### src/rtl/cpumc_arb.sv
// CPU memory-bus arbiter: halts the 6502 via READY and hands the shared
// bus to one of debugger, DMC DMA or sprite DMA with fixed priority.
module cpumc_arb (
    input  logic        clk_in,
    input  logic        nrst_in,
    input  logic [15:0] cpu_a_in,
    input  logic        cpu_r_nw_in,
    input  logic [7:0]  cpu_d_in,
    input  logic        dbg_req_in,
    input  logic [15:0] dbg_a_in,
    input  logic        dbg_r_nw_in,
    input  logic [7:0]  dbg_d_in,
    input  logic        dmc_req_in,
    input  logic [15:0] dmc_a_in,
    input  logic        dma_req_in,
    input  logic [15:0] dma_a_in,
    input  logic        dma_r_nw_in,
    input  logic [7:0]  dma_d_in,
    output logic        cpu_ready_out,
    output logic        dbg_gnt_out,
    output logic        dmc_gnt_out,
    output logic        dma_gnt_out,
    output logic [15:0] bus_a_out,
    output logic        bus_r_nw_out,
    output logic [7:0]  bus_d_out,
    output logic [1:0]  owner_out
);

    typedef enum logic [1:0] {
        RUN     = 2'd0,
        STALL   = 2'd1,
        GRANT   = 2'd2,
        HANDOFF = 2'd3
    } state_t;

    localparam logic [1:0] OWN_CPU = 2'd0;
    localparam logic [1:0] OWN_DBG = 2'd1;
    localparam logic [1:0] OWN_DMC = 2'd2;
    localparam logic [1:0] OWN_DMA = 2'd3;

    state_t     state;
    state_t     state_nxt;
    logic [1:0] owner;
    logic [1:0] owner_nxt;
    logic       any_req;
    logic       owner_req;
    logic [1:0] pick;

    // Fixed priority selection of the winning requester
    always_comb begin
        any_req = dbg_req_in | dmc_req_in | dma_req_in;
        if (dbg_req_in)
            pick = OWN_DBG;
        else if (dmc_req_in)
            pick = OWN_DMC;
        else if (dma_req_in)
            pick = OWN_DMA;
        else
            pick = OWN_CPU;
    end

    // Request level of the master currently holding the bus
    always_comb begin
        unique case (owner)
            OWN_DBG: owner_req = dbg_req_in;
            OWN_DMC: owner_req = dmc_req_in;
            OWN_DMA: owner_req = dma_req_in;
            default: owner_req = 1'b0;
        endcase
    end

    // State and owner registers; owner is CPU outside GRANT
    always_ff @(posedge clk_in or negedge nrst_in) begin
        if (!nrst_in) begin
            state <= RUN;
            owner <= OWN_CPU;
        end else begin
            state <= state_nxt;
            owner <= owner_nxt;
        end
    end

    // Next-state logic: halt, wait for a read cycle, grant, release
    always_comb begin
        state_nxt = state;
        owner_nxt = owner;
        unique case (state)
            RUN: begin
                if (any_req)
                    state_nxt = STALL;
            end
            STALL: begin
                if (!any_req) begin
                    state_nxt = RUN;
                end else if (cpu_r_nw_in) begin
                    state_nxt = GRANT;
                    owner_nxt = pick;
                end
            end
            GRANT: begin
                if (!owner_req) begin
                    state_nxt = any_req ? HANDOFF : RUN;
                    owner_nxt = OWN_CPU;
                end
            end
            HANDOFF: begin
                if (any_req) begin
                    state_nxt = GRANT;
                    owner_nxt = pick;
                end else begin
                    state_nxt = RUN;
                end
            end
            default: begin
                state_nxt = RUN;
                owner_nxt = OWN_CPU;
            end
        endcase
    end

    // Outputs: grants and READY from registers, bus mux from owner
    always_comb begin
        cpu_ready_out = (state == RUN);
        dbg_gnt_out   = (state == GRANT) && (owner == OWN_DBG);
        dmc_gnt_out   = (state == GRANT) && (owner == OWN_DMC);
        dma_gnt_out   = (state == GRANT) && (owner == OWN_DMA);
        owner_out     = owner;
        bus_a_out     = cpu_a_in;
        bus_r_nw_out  = cpu_r_nw_in;
        bus_d_out     = cpu_d_in;
        if (state == HANDOFF) begin
            bus_r_nw_out = 1'b1;
            bus_d_out    = 8'h00;
        end else if (state == GRANT) begin
            unique case (owner)
                OWN_DBG: begin
                    bus_a_out    = dbg_a_in;
                    bus_r_nw_out = dbg_r_nw_in;
                    bus_d_out    = dbg_d_in;
                end
                OWN_DMC: begin
                    bus_a_out    = dmc_a_in;
                    bus_r_nw_out = 1'b1;
                    bus_d_out    = 8'h00;
                end
                OWN_DMA: begin
                    bus_a_out    = dma_a_in;
                    bus_r_nw_out = dma_r_nw_in;
                    bus_d_out    = dma_d_in;
                end
                default: begin
                    bus_r_nw_out = 1'b1;
                    bus_d_out    = 8'h00;
                end
            endcase
        end
    end

endmodule
### config.mk
export PLATFORM = sky130hd
export DESIGN_NAME = cpumc_arb
export DESIGN_NICKNAME = d
export VERILOG_FILES = /design/src/rtl/cpumc_arb.sv
export SDC_FILE = /design/constraint.sdc
export NUM_CORES = 1
export LEC_CHECK = 0
export ABC_AREA = 1
export CAP_MARGIN = 20
export CORE_UTILIZATION = 24
export CTS_CLUSTER_SIZE = 30
export DETAILED_ROUTE_END_ITERATION = 16
export GPL_ROUTABILITY_DRIVEN = 1
export PLACE_DENSITY_LB_ADDON = 0.05
export SYNTH_ARGS = -nofsm -noshare
export SYNTH_HDL_FRONTEND = slang
export SYNTH_SLANG_ARGS = --single-unit
### constraint.sdc
create_clock -name clk_in -period 1.8 [get_ports clk_in]
set_input_delay 0.18 -clock clk_in [delete_from_list [all_inputs] [get_ports clk_in]]
set_output_delay 0.18 -clock clk_in [all_outputs]
set_load 0.01 [all_outputs]
**Yosys cells after proc, flatten, opt, wreduce, memory -nomap -nowiden**

Cells that the tools add are included.

- Reduce and logical (&&, ||, !) cells: 7
- Bitwise logic cells: 2
- Muxes and demuxes: 25
- Equality and inequality tests: 12

Operators with widths:

| kind | count |
|---|---|
| $pmux 16 s3 | 1 |
| $mux 16 | 2 |
| $mux 2 | 13 |
| $mux 8 | 2 |
| $pmux 8 s2 | 1 |
| $eq 2x2->1 const B | 4 |
| $ne 2x2->1 const B | 4 |
| $pmux 2 s4 | 1 |
| $pmux 2 s3 | 1 |
| $reduce_and 5->1 | 1 |
| $eq 2x1->1 const B | 2 |
| $logic_and 1x1->1 | 3 |
| $ne 3x3->1 const B | 1 |
| $pmux 1 s3 | 1 |
| $reduce_and 3->1 | 1 |
| $reduce_bool 3->1 | 1 |
| $logic_not 2->1 | 1 |
| $mux 1 | 2 |
| $ne 2x1->1 const B | 1 |
| $or 1x1->1 | 2 |
| $pmux 1 s2 | 1 |

- Register bits after elaboration: 4
- Logic and storage cells: 48
- Bits of input ports: 96

**Logic depth before layout (Yosys ltp)**

Gate-level depths: netlist of run 1.

- Word-level depth: 6
- Gate-level depth with buffers: 8

**Least setup slack after synthesis of run 1**

Ideal clock, no wire load.

- Path kind: reg2out
- Start point: register owner[0], in the netlist owner_out[0]
- End point: output port bus_d_out[2]
- Stages on the path, launching flop included: 7
- Arrival time: 1.305 ns
- Slack: 0.315 ns
- Cell sequence: dfrtp_1 > inv_2 > nor2_4 > inv_2 > nor2_4 > nand2_1 > a31oi_1

- Word-level cells in the longest chain between the ends: 4
- Elaborated cells between the ends (all ways): 5
- Classes of those cells: eq/ne: 2; mux: 3

Ends and longest elaborated chain:

| element | line | RTL |
|---|---|---|
| from (decl) | 43 | `logic [1:0] owner;` |
| from (signal assigned) | 79 | `owner <= owner_nxt;` |
| $eq 2x2->1 / $eq 2x1->1 (equally long branches) | 135 | `unique case (owner)` |
| $pmux 8 s2 (*) | 135 |  |
| $mux 8 (*) | 134 | `end else if (state == GRANT) begin` |
| $mux 8 (*) | 131 | `if (state == HANDOFF) begin` |
| to (decl) | 25 | `output logic [7:0] bus_d_out,` |

Mark *: on every way between the ends. The rest lies on a longest branch, timed or not.

**Worst setup path after layout of run 1**

- Start point: register state[0]
- End point: output port bus_a_out[11]

- Word-level cells in the longest chain between the ends: 3
- Elaborated cells between the ends (all ways): 4
- Classes of those cells: eq/ne: 2; mux: 2

Ends and longest elaborated chain:

| element | line | RTL |
|---|---|---|
| from (decl) | 41 | `state_t state;` |
| from (signal assigned) | 78 | `state <= state_nxt;` |
| $eq 2x2->1 | 134 |  |
| $mux 16 | 134 |  |
| $mux 16 (*) | 131 |  |
| to (decl) | 23 | `output logic [15:0] bus_a_out,` |

Marks and branches as above.

==> key figures, run 1 <==
Worst setup path
  – Worst setup EP type: primary output
  – Worst EP arrival: 1.56 ns
  – Worst Setup SP: state[0]
  – Reg2reg start: state[1]
  – Critical Path RT: 1.62 ns
  – Element type at the critical path start: flip-flop
  – Worst stage delay on the critical path: 0.39 ns
  – Setup CP Type: reg2out
  – Crit-path cells: buf_4 -> nor2_4 -> nand2_4 -> buf_6 -> a21oi_1 -> a31oi_1 -> clkdlybuf4s15_2
  – Reg2reg path depth: 7
  – Worst path slowest cell: dfrtp_1
  – Critical path peak fanout: 11

Detailed routing
  – DRC: 0
  – Detailed Route WL: 4510 um
  – DR vias: 1730
  – Pre-antenna DRT Iters: 5
  – DRT antenna net count: 0
  – Routed vias/inst: 4.71
  – WL/cell: 12.3 um
  – First-iteration detailed-routing DRC count: 49

STA
  – Min Tclk post-route: 1.74 ns
  – Worst slew margin: 81.1%
  – Maximum clock rate: 575 MHz
  – Final Setup Violations: 0
  – Setup TNS: 0 ns
  – Tcrit/Tclk final: 96.6%
  – Fin. Hold Viols: 0
  – Post-route clock skew: 0.00102 ns
  – Slew Viols, Final: 0
  – Slew @ Worst Pin: 0.283 ns

CTS
  – Clock Pin Slew Worst Setup and Hold Paths: 0.03 ns
  – Longest Clk Path Bufs: 2
  – TritonCTS clock tree: done
  – CTS Buf Count: 3
  – CTS root buffer: clkbuf_8
  – Clock sink count: 4
  – Hold_buf cts: 0
  – Clk Latency, worst-skew pair: 0.22 ns
  – CTS H-tree lvls: 1

Synth
  – Synthesized cell area: 902 um2
  – Main combinational cell family by area after synthesis: simple AND/OR/NAND/NOR gates
  – Synth Area in Simple Gates: 48.3%
  – Count of different cell masters after synthesis: 19
  – Cells after Synth: 173
  – Synth area leader: nand2_1
  – Post-synthesis xor/xnor area fraction: 0%
  – Register area share after synthesis: 11.1%
  – Main synth FF type: dfrtp_1
  – Post-synthesis mux area share: 0%
  – Post-synthesis adder-cell area fraction: 0%
  – Post-synthesis register bit count: 4
  – EDFF count, synth: 0
  – Commonest cells post-synth: nand2_1 (65), nor2_1 (20), a21oi_1 (19), a31oi_1 (18), nand3_1 (11)
  – Post-Syn Nets: 269
  – Synth Area in Compound Gates: 29.8%
  – Ys async rst share: 100%
  – Top-count cell post-synth: nand2_1
  – Synth top area share: 27.0%
  – YS warnings: 0
  – Synth area leaders: nand2_1 (27%), a31oi_1 (12%), dfrtp_1 (11%)
  – Mean Syn Cell Area: 5.21 um2

Power and ir drop
  – Leakage: 1.09 nW
  – Final Power: 2.71 mW
  – Sequential share of power: 6.8%
  – Clock share of power: 7.0%
  – Combinational Power Share: 86.2%
  – P_sw: 1.26 mW
  – Power Density: 1120 nW/um2
  – Net Sw Frac: 46.5%
  – Worst IR drop on VDD: 0.666 mV
  – P_int: 1.45 mW

Die
  – Row count: 21
  – Die area: 4010 um2
  – Die height: 63.3 um
  – Initial Utilization: 26.0%
  – Die Span X: 63.3 um
  – Core Area: 3470 um2
  – Top-Level Pins: 127

Hold path
  – Worst min-delay path class: in2async

Global routing
  – Initial antenna violation count: 0
  – First-pass GRT wire length: 6800 um
  – Number of global-route vias before repair: 1532
  – GRT overflow: 0
  – Overall Global Routing Usage: 21.2%
  – Largest net degree at the start of global routing: 17

Cells and area
  – Area growth syn-to-layout: 168%
  – Final net count: 419
  – Share of layout cells above drive strength 1: 17.8%
  – Filler Cell Count: 339
  – ANT cells: 0

Placed design
  – Routability cong.: 0.833
  – Post-DP HPWL: 3630 um
  – Number of port buffers: 126

Run status
  – Status: finished clean

Flow run
  – MaxCap Viol Count: 0
[through the flow]
step / setup WS, ns / utilization, % / hold WS, ns / instance area (um2) / instances
floorplan: 0.315 / - / -0.116 / 902 / 173
global placement: -0.00578 / 68.1 / 0.400 / 2360 / 362
detailed placement: -0.0271 / 68.1 / 0.405 / 2360 / 362
CTS: -0.0358 / 69.1 / 0.178 / 2400 / 366
global route: -0.0125 / 69.6 / 0.189 / 2410 / 367
finish: 0.0606 / 69.6 / 0.184 / 2410 / 367
[power by group through the flow]
stage | combinational [mW] | sequential, mW | clock, mW
final | 2.34 | 0.184 | 0.191
after global routing | 2.57 | 0.190 | 0.202
after CTS | 2.32 | 0.191 | 0.197
after detailed placement | 2.44 | 0.186 | 0
after global placement | 2.43 | 0.183 | 0
after floorplan | 1.11 | 0.202 | 0
[area by class of cell]
cell class                      count  area, um2  share of cell area, %
Timing Repair Buffer              151       1440                   59.6
Multi-Input combinational cell    149        717                   29.7
Clock buffer                        3       41.3                   1.71
Tap cell                           46       57.6                   2.38
Sequential cell                     4        101                   4.20
Inverter                           14       57.6                   2.38
[kinds of logic after synthesis]
group	Yosys count
and+or+nand+nor	103
AOI/OAI and AO/OA	46
buffers and inverters	20
DFF	4
[final timing paths]
| path | end | slack (ns) |
|---|---|---|
| min in group clk_in | owner_out[1] | 0.69 |
| max | bus_a_out[11] | 0.06 |
| max reg2reg | state[0] | 0.50 |
| min reg2reg | owner_out[1] | 0.69 |
| max in group asynchronous | owner_out[1] | 1.41 |
| min | state[1] | 0.18 |
[worst max-delay path: cells and delay by family (launching register included)]
family                 cells  cell delay [ns]
flip-flops                 1             0.39
AND/OR/NAND/NOR            2             0.21
AO/OA/AOI/OAI              2             0.21
buffers and inverters      3             0.54
[metal layers]
layer / routed length, um / GRT usage, %
met5: 0 / 0
met2: 2340 / 41.0
met3: 387 / 3.08
met1: 1750 / 23.6
met4: 41 / 6.25
[what timing repair did]
action / 4_1_cts / 5_1_grt
gates cloned: 0 / 1
pin swaps: 1 / 2
gates resized for setup: 67 / 12
endpoints found under the hold margin: 0 / 0
setup buffers: 1 / 1
setup endpoints to repair: 27 / 22
[cell usage in the layout, fill, tap and decap left out, drive strengths merged]
master / count
dlygate4sd2: 8
o21ai: 2
clkinv: 2
clkdlybuf4s15: 10
nor3: 2
clkbuf: 5
clkdlybuf4s50: 97
a31oi: 18
buf: 32
inv: 12
nand2: 66
a22oi: 6
nor2: 24
dfrtp: 4
o22ai: 1
dlymetal6s2s: 2
a21oi: 19
nand3: 11
[sequential cells by signal (all words and copies together), names as in the netlist]
| register | count |
|---|---|
| owner_out | 2 |
| state | 2 |
Power figures use the tool's default switching activity.
==> run 2, diff against run 1 <==
--- a/config.mk
+++ b/config.mk
@@ -12,6 +12,7 @@
 export DETAILED_ROUTE_END_ITERATION = 16
 export GPL_ROUTABILITY_DRIVEN = 1
 export PLACE_DENSITY_LB_ADDON = 0.05
+export SLEW_MARGIN = 30
 export SYNTH_ARGS = -nofsm -noshare
 export SYNTH_HDL_FRONTEND = slang
 export SYNTH_SLANG_ARGS = --single-unit
==> results of run 2 <==
The final DEF is identical to that of run 1; final timing and power are the same.
